===== config.mk =====
export PLATFORM = sky130hd
export DESIGN_NAME = btn_debounce
export DESIGN_NICKNAME = d
export VERILOG_FILES = /design/src/rtl/btn_debounce_pkg.sv /design/src/rtl/btn_debounce_ch.sv /design/src/rtl/btn_debounce.sv
export SDC_FILE = /design/constraint.sdc
export NUM_CORES = 1
export LEC_CHECK = 0
export BUFFER_PORTS_ARGS = -buffer_cell sky130_fd_sc_hd__clkbuf_2
export CAP_MARGIN = 10
export CORE_MARGIN = 10
export CORE_UTILIZATION = 25
export CTS_BUF_LIST = sky130_fd_sc_hd__clkbuf_8
export DETAILED_ROUTE_END_ITERATION = 8
export GPL_TIMING_DRIVEN = 0
export PLACE_DENSITY_LB_ADDON = 0.3
export SYNTH_ARGS = -nofsm -noshare
export SYNTH_HDL_FRONTEND = slang
export SYNTH_HIERARCHICAL = 1
export SYNTH_SLANG_ARGS = --single-unit

===== constraint.sdc =====
create_clock -name clk -period 2.61 [get_ports clk]
set_clock_uncertainty 0.2 [all_clocks]
set_input_delay 0 -clock clk [delete_from_list [all_inputs] [get_ports clk]]
set_output_delay 0 -clock clk [all_outputs]
set_load 0.1 [all_outputs]

===== src/rtl/btn_debounce_pkg.sv =====
// rtl/btn_debounce_pkg.sv - shared debounce state encodings and cycle defaults
package btn_debounce_pkg;

  typedef enum logic [1:0] {
    DB_IDLE    = 2'd0,
    DB_ARM     = 2'd1,
    DB_PRESSED = 2'd2,
    DB_DISARM  = 2'd3
  } db_state_t;

  localparam int DB_CYCLES_SYN = 1_000_000;
  localparam int DB_CYCLES_SIM = 16;

endpackage


===== src/rtl/btn_debounce_ch.sv =====
// rtl/btn_debounce_ch.sv - single-bit synchroniser, stability counter and debounce FSM
module btn_debounce_ch
  import btn_debounce_pkg::*;
#(
  parameter int DB_CYCLES = DB_CYCLES_SYN
) (
  input  logic clk,
  input  logic reset_n,
  input  logic i_raw,
  output logic o_level,
  output logic o_press,
  output logic o_release,
  output logic o_press_nxt
);

  localparam int CW = $clog2(DB_CYCLES);

  logic [1:0]    r_sync;
  logic [CW-1:0] r_cnt;
  db_state_t     r_state;
  logic          w_s;
  logic          w_last;

  assign w_s    = r_sync[1];
  assign w_last = (r_cnt == CW'(DB_CYCLES - 1));
  // Exposed so the parent can register any_press on the same edge as o_press.
  assign o_press_nxt = (r_state == DB_ARM) && w_s && w_last;

  always_ff @(posedge clk or negedge reset_n) begin
    if (!reset_n) begin
      r_sync    <= 2'b00;
      r_cnt     <= '0;
      r_state   <= DB_IDLE;
      o_level   <= 1'b0;
      o_press   <= 1'b0;
      o_release <= 1'b0;
    end else begin
      r_sync    <= {r_sync[0], i_raw};
      o_press   <= 1'b0;
      o_release <= 1'b0;
      case (r_state)
        // The cycle that leaves IDLE/PRESSED already counts as the first stable one.
        DB_IDLE: begin
          if (w_s) begin
            r_state <= DB_ARM;
            r_cnt   <= CW'(1);
          end else begin
            r_cnt <= '0;
          end
        end
        DB_ARM: begin
          if (!w_s) begin
            r_state <= DB_IDLE;
            r_cnt   <= '0;
          end else if (w_last) begin
            r_state <= DB_PRESSED;
            r_cnt   <= '0;
            o_level <= 1'b1;
            o_press <= 1'b1;
          end else begin
            r_cnt <= r_cnt + CW'(1);
          end
        end
        DB_PRESSED: begin
          if (!w_s) begin
            r_state <= DB_DISARM;
            r_cnt   <= CW'(1);
          end else begin
            r_cnt <= '0;
          end
        end
        DB_DISARM: begin
          if (w_s) begin
            r_state <= DB_PRESSED;
            r_cnt   <= '0;
          end else if (w_last) begin
            r_state   <= DB_IDLE;
            r_cnt     <= '0;
            o_level   <= 1'b0;
            o_release <= 1'b1;
          end else begin
            r_cnt <= r_cnt + CW'(1);
          end
        end
        default: begin
          r_state <= DB_IDLE;
          r_cnt   <= '0;
        end
      endcase
    end
  end

endmodule


===== src/rtl/btn_debounce.sv =====
// rtl/btn_debounce.sv - N-channel button debouncer with level, press/release and any_press outputs
module btn_debounce
  import btn_debounce_pkg::*;
#(
  parameter int N_BTN     = 2,
  parameter int DB_CYCLES = DB_CYCLES_SYN
) (
  input  logic             clk,
  input  logic             reset_n,
  input  logic [N_BTN-1:0] btn_raw,
  output logic [N_BTN-1:0] btn_level,
  output logic [N_BTN-1:0] btn_press,
  output logic [N_BTN-1:0] btn_release,
  output logic             any_press
);

  logic [N_BTN-1:0] w_press_nxt;

  for (genvar g = 0; g < N_BTN; g++) begin : g_ch
    btn_debounce_ch #(
      .DB_CYCLES(DB_CYCLES)
    ) u_ch (
      .clk        (clk),
      .reset_n    (reset_n),
      .i_raw      (btn_raw[g]),
      .o_level    (btn_level[g]),
      .o_press    (btn_press[g]),
      .o_release  (btn_release[g]),
      .o_press_nxt(w_press_nxt[g])
    );
  end

  always_ff @(posedge clk or negedge reset_n) begin
    if (!reset_n) begin
      any_press <= 1'b0;
    end else begin
      any_press <= |w_press_nxt;
    end
  end

endmodule


==> results.txt <==
Pre-Repair DR Iteration Count -> 4
Parity-gate share of the synthesized area counting xor and xnor cells -> 0.0868
Count of placed standard cells in the final layout, fillers left out -> 415
Die extent in x -> 122 um
Number of clock sinks -> 55
CTS tree -> built
Synth Area per Inst -> 10.3 um^2
Area growth, synth to finish -> 15.5%
Category of the most critical setup path -> register to register
Clock latency on the worst-skew pair -> 0.31 ns
Final Slew Violations -> 0
RePlAce Congestion -> 0.786
Post-layout nets -> 284
Number of synthesized register bits -> 55
Synth Area in Adders -> 0.00954
Critical-path maximum fanout -> 10
Wire length of the first global-routing pass -> 8.40 mm
Post-layout instance area -> 3030 um^2
Initial standard-cell utilization of the core -> 0.255
Cell count after placement -> 400
Maximum number of pins on one net before global-route repair -> 56
Number of global-route vias before repair -> 1825
Synthesized netlist net count -> 260
Proportion of register bits with asynchronous set or reset after synthesis -> 1.00
FP Rows -> 37
Die Outline Area -> 15000 um^2
Pwr per Cell Area -> 502 nW/um^2
Arrival time at the worst endpoint -> 2.46 ns
Post-synthesis cell type count -> 39
Post-synthesis mux area share -> 0.00572
Status -> complete, no violations
Layout Utilization -> 0.295
Initial detailed-routing violation count -> 96
Final ANT Viol Nets -> 0
Total congestion overflow after global routing -> 0
CP endpoint kind -> register
Post-Route Hold Slack -> 0.114 ns
Top Ports -> 11
Met3 wire length -> 171 um
Multi-input gate area -> 1160 um^2
Vias -> 1914
Fillers -> 1100
Clock Tree Buf Depth -> 2
Post-synthesis instance total -> 254
Sort of element at the start of the critical path -> register
Total CTS buffers -> 5
Sequential Area -> 1380 um^2
Fraction of the mapped netlist area in compound gates -> 0.0897
Required @ worst endpoint -> 2.60 ns
Dominant combinational cell family by area after synthesis -> simple AND/OR/NAND/NOR gates
Clock-pin slew on the worst setup and hold paths -> 0.10 ns
Number of max-capacitance violations reported -> 0
IO Port Bufs -> 10
Initial antenna violation count -> 0
Gr usage total -> 0.0684
Setup repair after global routing missed its margin -> false
Remaining routing DRC violations -> 0
Final wirelength -> 4.91 mm
DRT met1 WL -> 2.31 mm
EDFF count, synth -> 0
Antenna cell count -> 0
Fraction of the yosys area taken by sequential cells -> 0.525
CTS Root Buffer Type -> sky130_fd_sc_hd__clkbuf_8
Combined area of all synthesized cells -> 2620 um^2
Peak ir drop on the vdd network -> 203 uV
Simple-Gate Fraction of Synth Area -> 0.249
Routed met2 length -> 2.39 mm
Count of final setup violators -> 0
Dominant synthesized flop cell -> sky130_fd_sc_hd__dfrtp_1
Max Clock Freq -> 0.406 GHz
Lkg Pwr -> 1.24 nW
Highest routing layer actually used -> met4
Worst Hold Class -> primary input to asynchronous set/reset pin
Mean routed wirelength per cell -> 11.8 um
Routed via count divided by cell count -> 4.61
Half-perimeter wire length after placement -> 3.40 mm
Yosys warnings -> 6
Share of final-layout standard cells stronger than drive strength 1 -> 0.136
Final critical path time including I/O delays and setup -> 2.46 ns
Slew headroom -> 0.500
Vert. Die Dim -> 122 um
Least-Margin Pin Slew -> 0.750 ns
Standard cell area after detailed placement -> 2850 um^2
Number of H-tree branching levels -> 2
Final worst-path cycle share -> 0.944
Placeable core area -> 10300 um^2
Hold Fails Final Rpt -> 0
Post-Route Setup TNS -> 0 ns
-- path summary, 6_finish.rpt --
kind / from / end / slack [ns] / cells past startpoint
worst min-delay path: reset_n / g_ch[0].u_ch/o_press / 0.11 / 2
worst max register to register: g_ch[1].u_ch/r_cnt[0] / g_ch[1].u_ch/r_cnt[5] / 0.15 / 7
worst min register to register: g_ch[0].u_ch/r_sync[0] / g_ch[0].u_ch/r_sync[1] / 0.15 / 0
max in group asynchronous: reset_n / g_ch[1].u_ch/r_cnt[5] / 1.59 / 2
worst max-delay path: g_ch[1].u_ch/r_cnt[0] / g_ch[1].u_ch/r_cnt[5] / 0.15 / 7
min in group clk: btn_raw[1] / g_ch[1].u_ch/r_sync[0] / 0.14 / 2
-- power breakdown --
part           internal (mW)  switching [mW]  total [mW]
logic                 0.0190          0.0378      0.0567
registers              0.860         0.00750       0.868
clock network          0.316           0.282       0.598
total                   1.20           0.327        1.52
-- synth_stat cells, types with 4 or more instances --
cell | n | share of area
sky130_fd_sc_hd__or3_1 | 9 | 0.021
sky130_fd_sc_hd__or4_1 | 6 | 0.017
sky130_fd_sc_hd__o21ai_0 | 12 | 0.023
sky130_fd_sc_hd__xor2_1 | 17 | 0.057
sky130_fd_sc_hd__nor4_1 | 5 | 0.012
sky130_fd_sc_hd__nor3_1 | 4 | 0.0076
sky130_fd_sc_hd__buf_2 | 6 | 0.011
sky130_fd_sc_hd__and4_1 | 5 | 0.017
sky130_fd_sc_hd__dfrtp_1 | 55 | 0.52
sky130_fd_sc_hd__xnor2_1 | 9 | 0.030
sky130_fd_sc_hd__nor2_1 | 30 | 0.043
sky130_fd_sc_hd__nand4_1 | 11 | 0.026
sky130_fd_sc_hd__o31ai_1 | 5 | 0.014
sky130_fd_sc_hd__nand2_1 | 12 | 0.017
sky130_fd_sc_hd__a21oi_1 | 13 | 0.025
sky130_fd_sc_hd__inv_1 | 9 | 0.013
sky130_fd_sc_hd__nand3_1 | 15 | 0.029
sky130_fd_sc_hd__and2_1 | 4 | 0.0095
-- cells in the final DEF (no fill, tap or decap), types with 2 or more instances in the layout --
master and instances:
sky130_fd_sc_hd__xor2_1 17, sky130_fd_sc_hd__and3_1 2, sky130_fd_sc_hd__a21oi_1 13, sky130_fd_sc_hd__buf_6 2, sky130_fd_sc_hd__nor4_1 5, sky130_fd_sc_hd__and2_1 4
sky130_fd_sc_hd__and4_1 5, sky130_fd_sc_hd__buf_4 4, sky130_fd_sc_hd__o31ai_1 5, sky130_fd_sc_hd__xnor2_1 9, sky130_fd_sc_hd__or2_1 2, sky130_fd_sc_hd__nand3_1 15
sky130_fd_sc_hd__buf_2 6, sky130_fd_sc_hd__clkbuf_8 6, sky130_fd_sc_hd__or4_1 6, sky130_fd_sc_hd__clkbuf_1 2, sky130_fd_sc_hd__dfrtp_1 55, sky130_fd_sc_hd__or3_1 9
sky130_fd_sc_hd__o21ai_0 12, sky130_fd_sc_hd__ha_1 2, sky130_fd_sc_hd__nand2_1 12, sky130_fd_sc_hd__a21boi_0 2, sky130_fd_sc_hd__dlygate4sd3_1 3, sky130_fd_sc_hd__nor4b_1 2
sky130_fd_sc_hd__nor3_1 4, sky130_fd_sc_hd__clkbuf_2 9, sky130_fd_sc_hd__nand4_1 11, sky130_fd_sc_hd__inv_1 9, sky130_fd_sc_hd__nor2_1 30
-- routing by layer --
metal	track usage	vias to the layer above
li1	-	952
met1	0.0840	934
met2	0.114	24
met3	0.0184	4
met4	0.0221	0
met5	0	-
-- critical path, cell delays in order, from the launching register on --
cell	delay [ns]
sky130_fd_sc_hd__dfrtp_1	0.42
sky130_fd_sc_hd__ha_1	0.25
sky130_fd_sc_hd__nand4_2	0.19
sky130_fd_sc_hd__or4_1	0.55
sky130_fd_sc_hd__buf_2	0.18
sky130_fd_sc_hd__o211ai_4	0.31
sky130_fd_sc_hd__buf_6	0.20
sky130_fd_sc_hd__nor2_1	0.05
-- kinds of logic after synthesis --
family / Yosys count
simple gates: 114
flops: 55
compound gates: 37
xor+xnor: 26
buf+inv: 19
fa+ha+maj: 2
mux: 1
-- what timing repair did --
item,4_1_cts,5_1_grt
buffers inserted,0,4
endpoints found under the setup margin,0,10
resized for setup,0,1
endpoints found under the hold margin,57,0
hold buffers,3,0
-- through the flow --
stage                     setup WS (ns)  total power, mW
final                             0.147             1.52
after floorplan                   0.377            0.907
after detailed placement         0.0681            0.936
after global placement           0.0549            0.936
after CTS                        0.0502             1.55
after global routing             0.0213             1.60
-- state kept, by name (all words and copies together) (netlist names), named ones only --
signal	flops
g_ch.u_ch/r_state	2
g_ch.u_ch/o_press	2
g_ch.u_ch/o_level	2
any_press	1
g_ch.u_ch/o_release	2
g_ch.u_ch/r_sync	4
g_ch.u_ch/r_cnt	40
-- layout make-up --
type / count / area share
buffer: 10 / 0.0198
clock buffer: 6 / 0.0272
clock inverter: 2 / 0.0128
inverter: 9 / 0.0111
multi-input combinational: 180 / 0.382
sequential: 55 / 0.454
tap: 136 / 0.0561
timing repair buffer: 17 / 0.0371
Note: power is estimated with default switching activity, not from simulation.
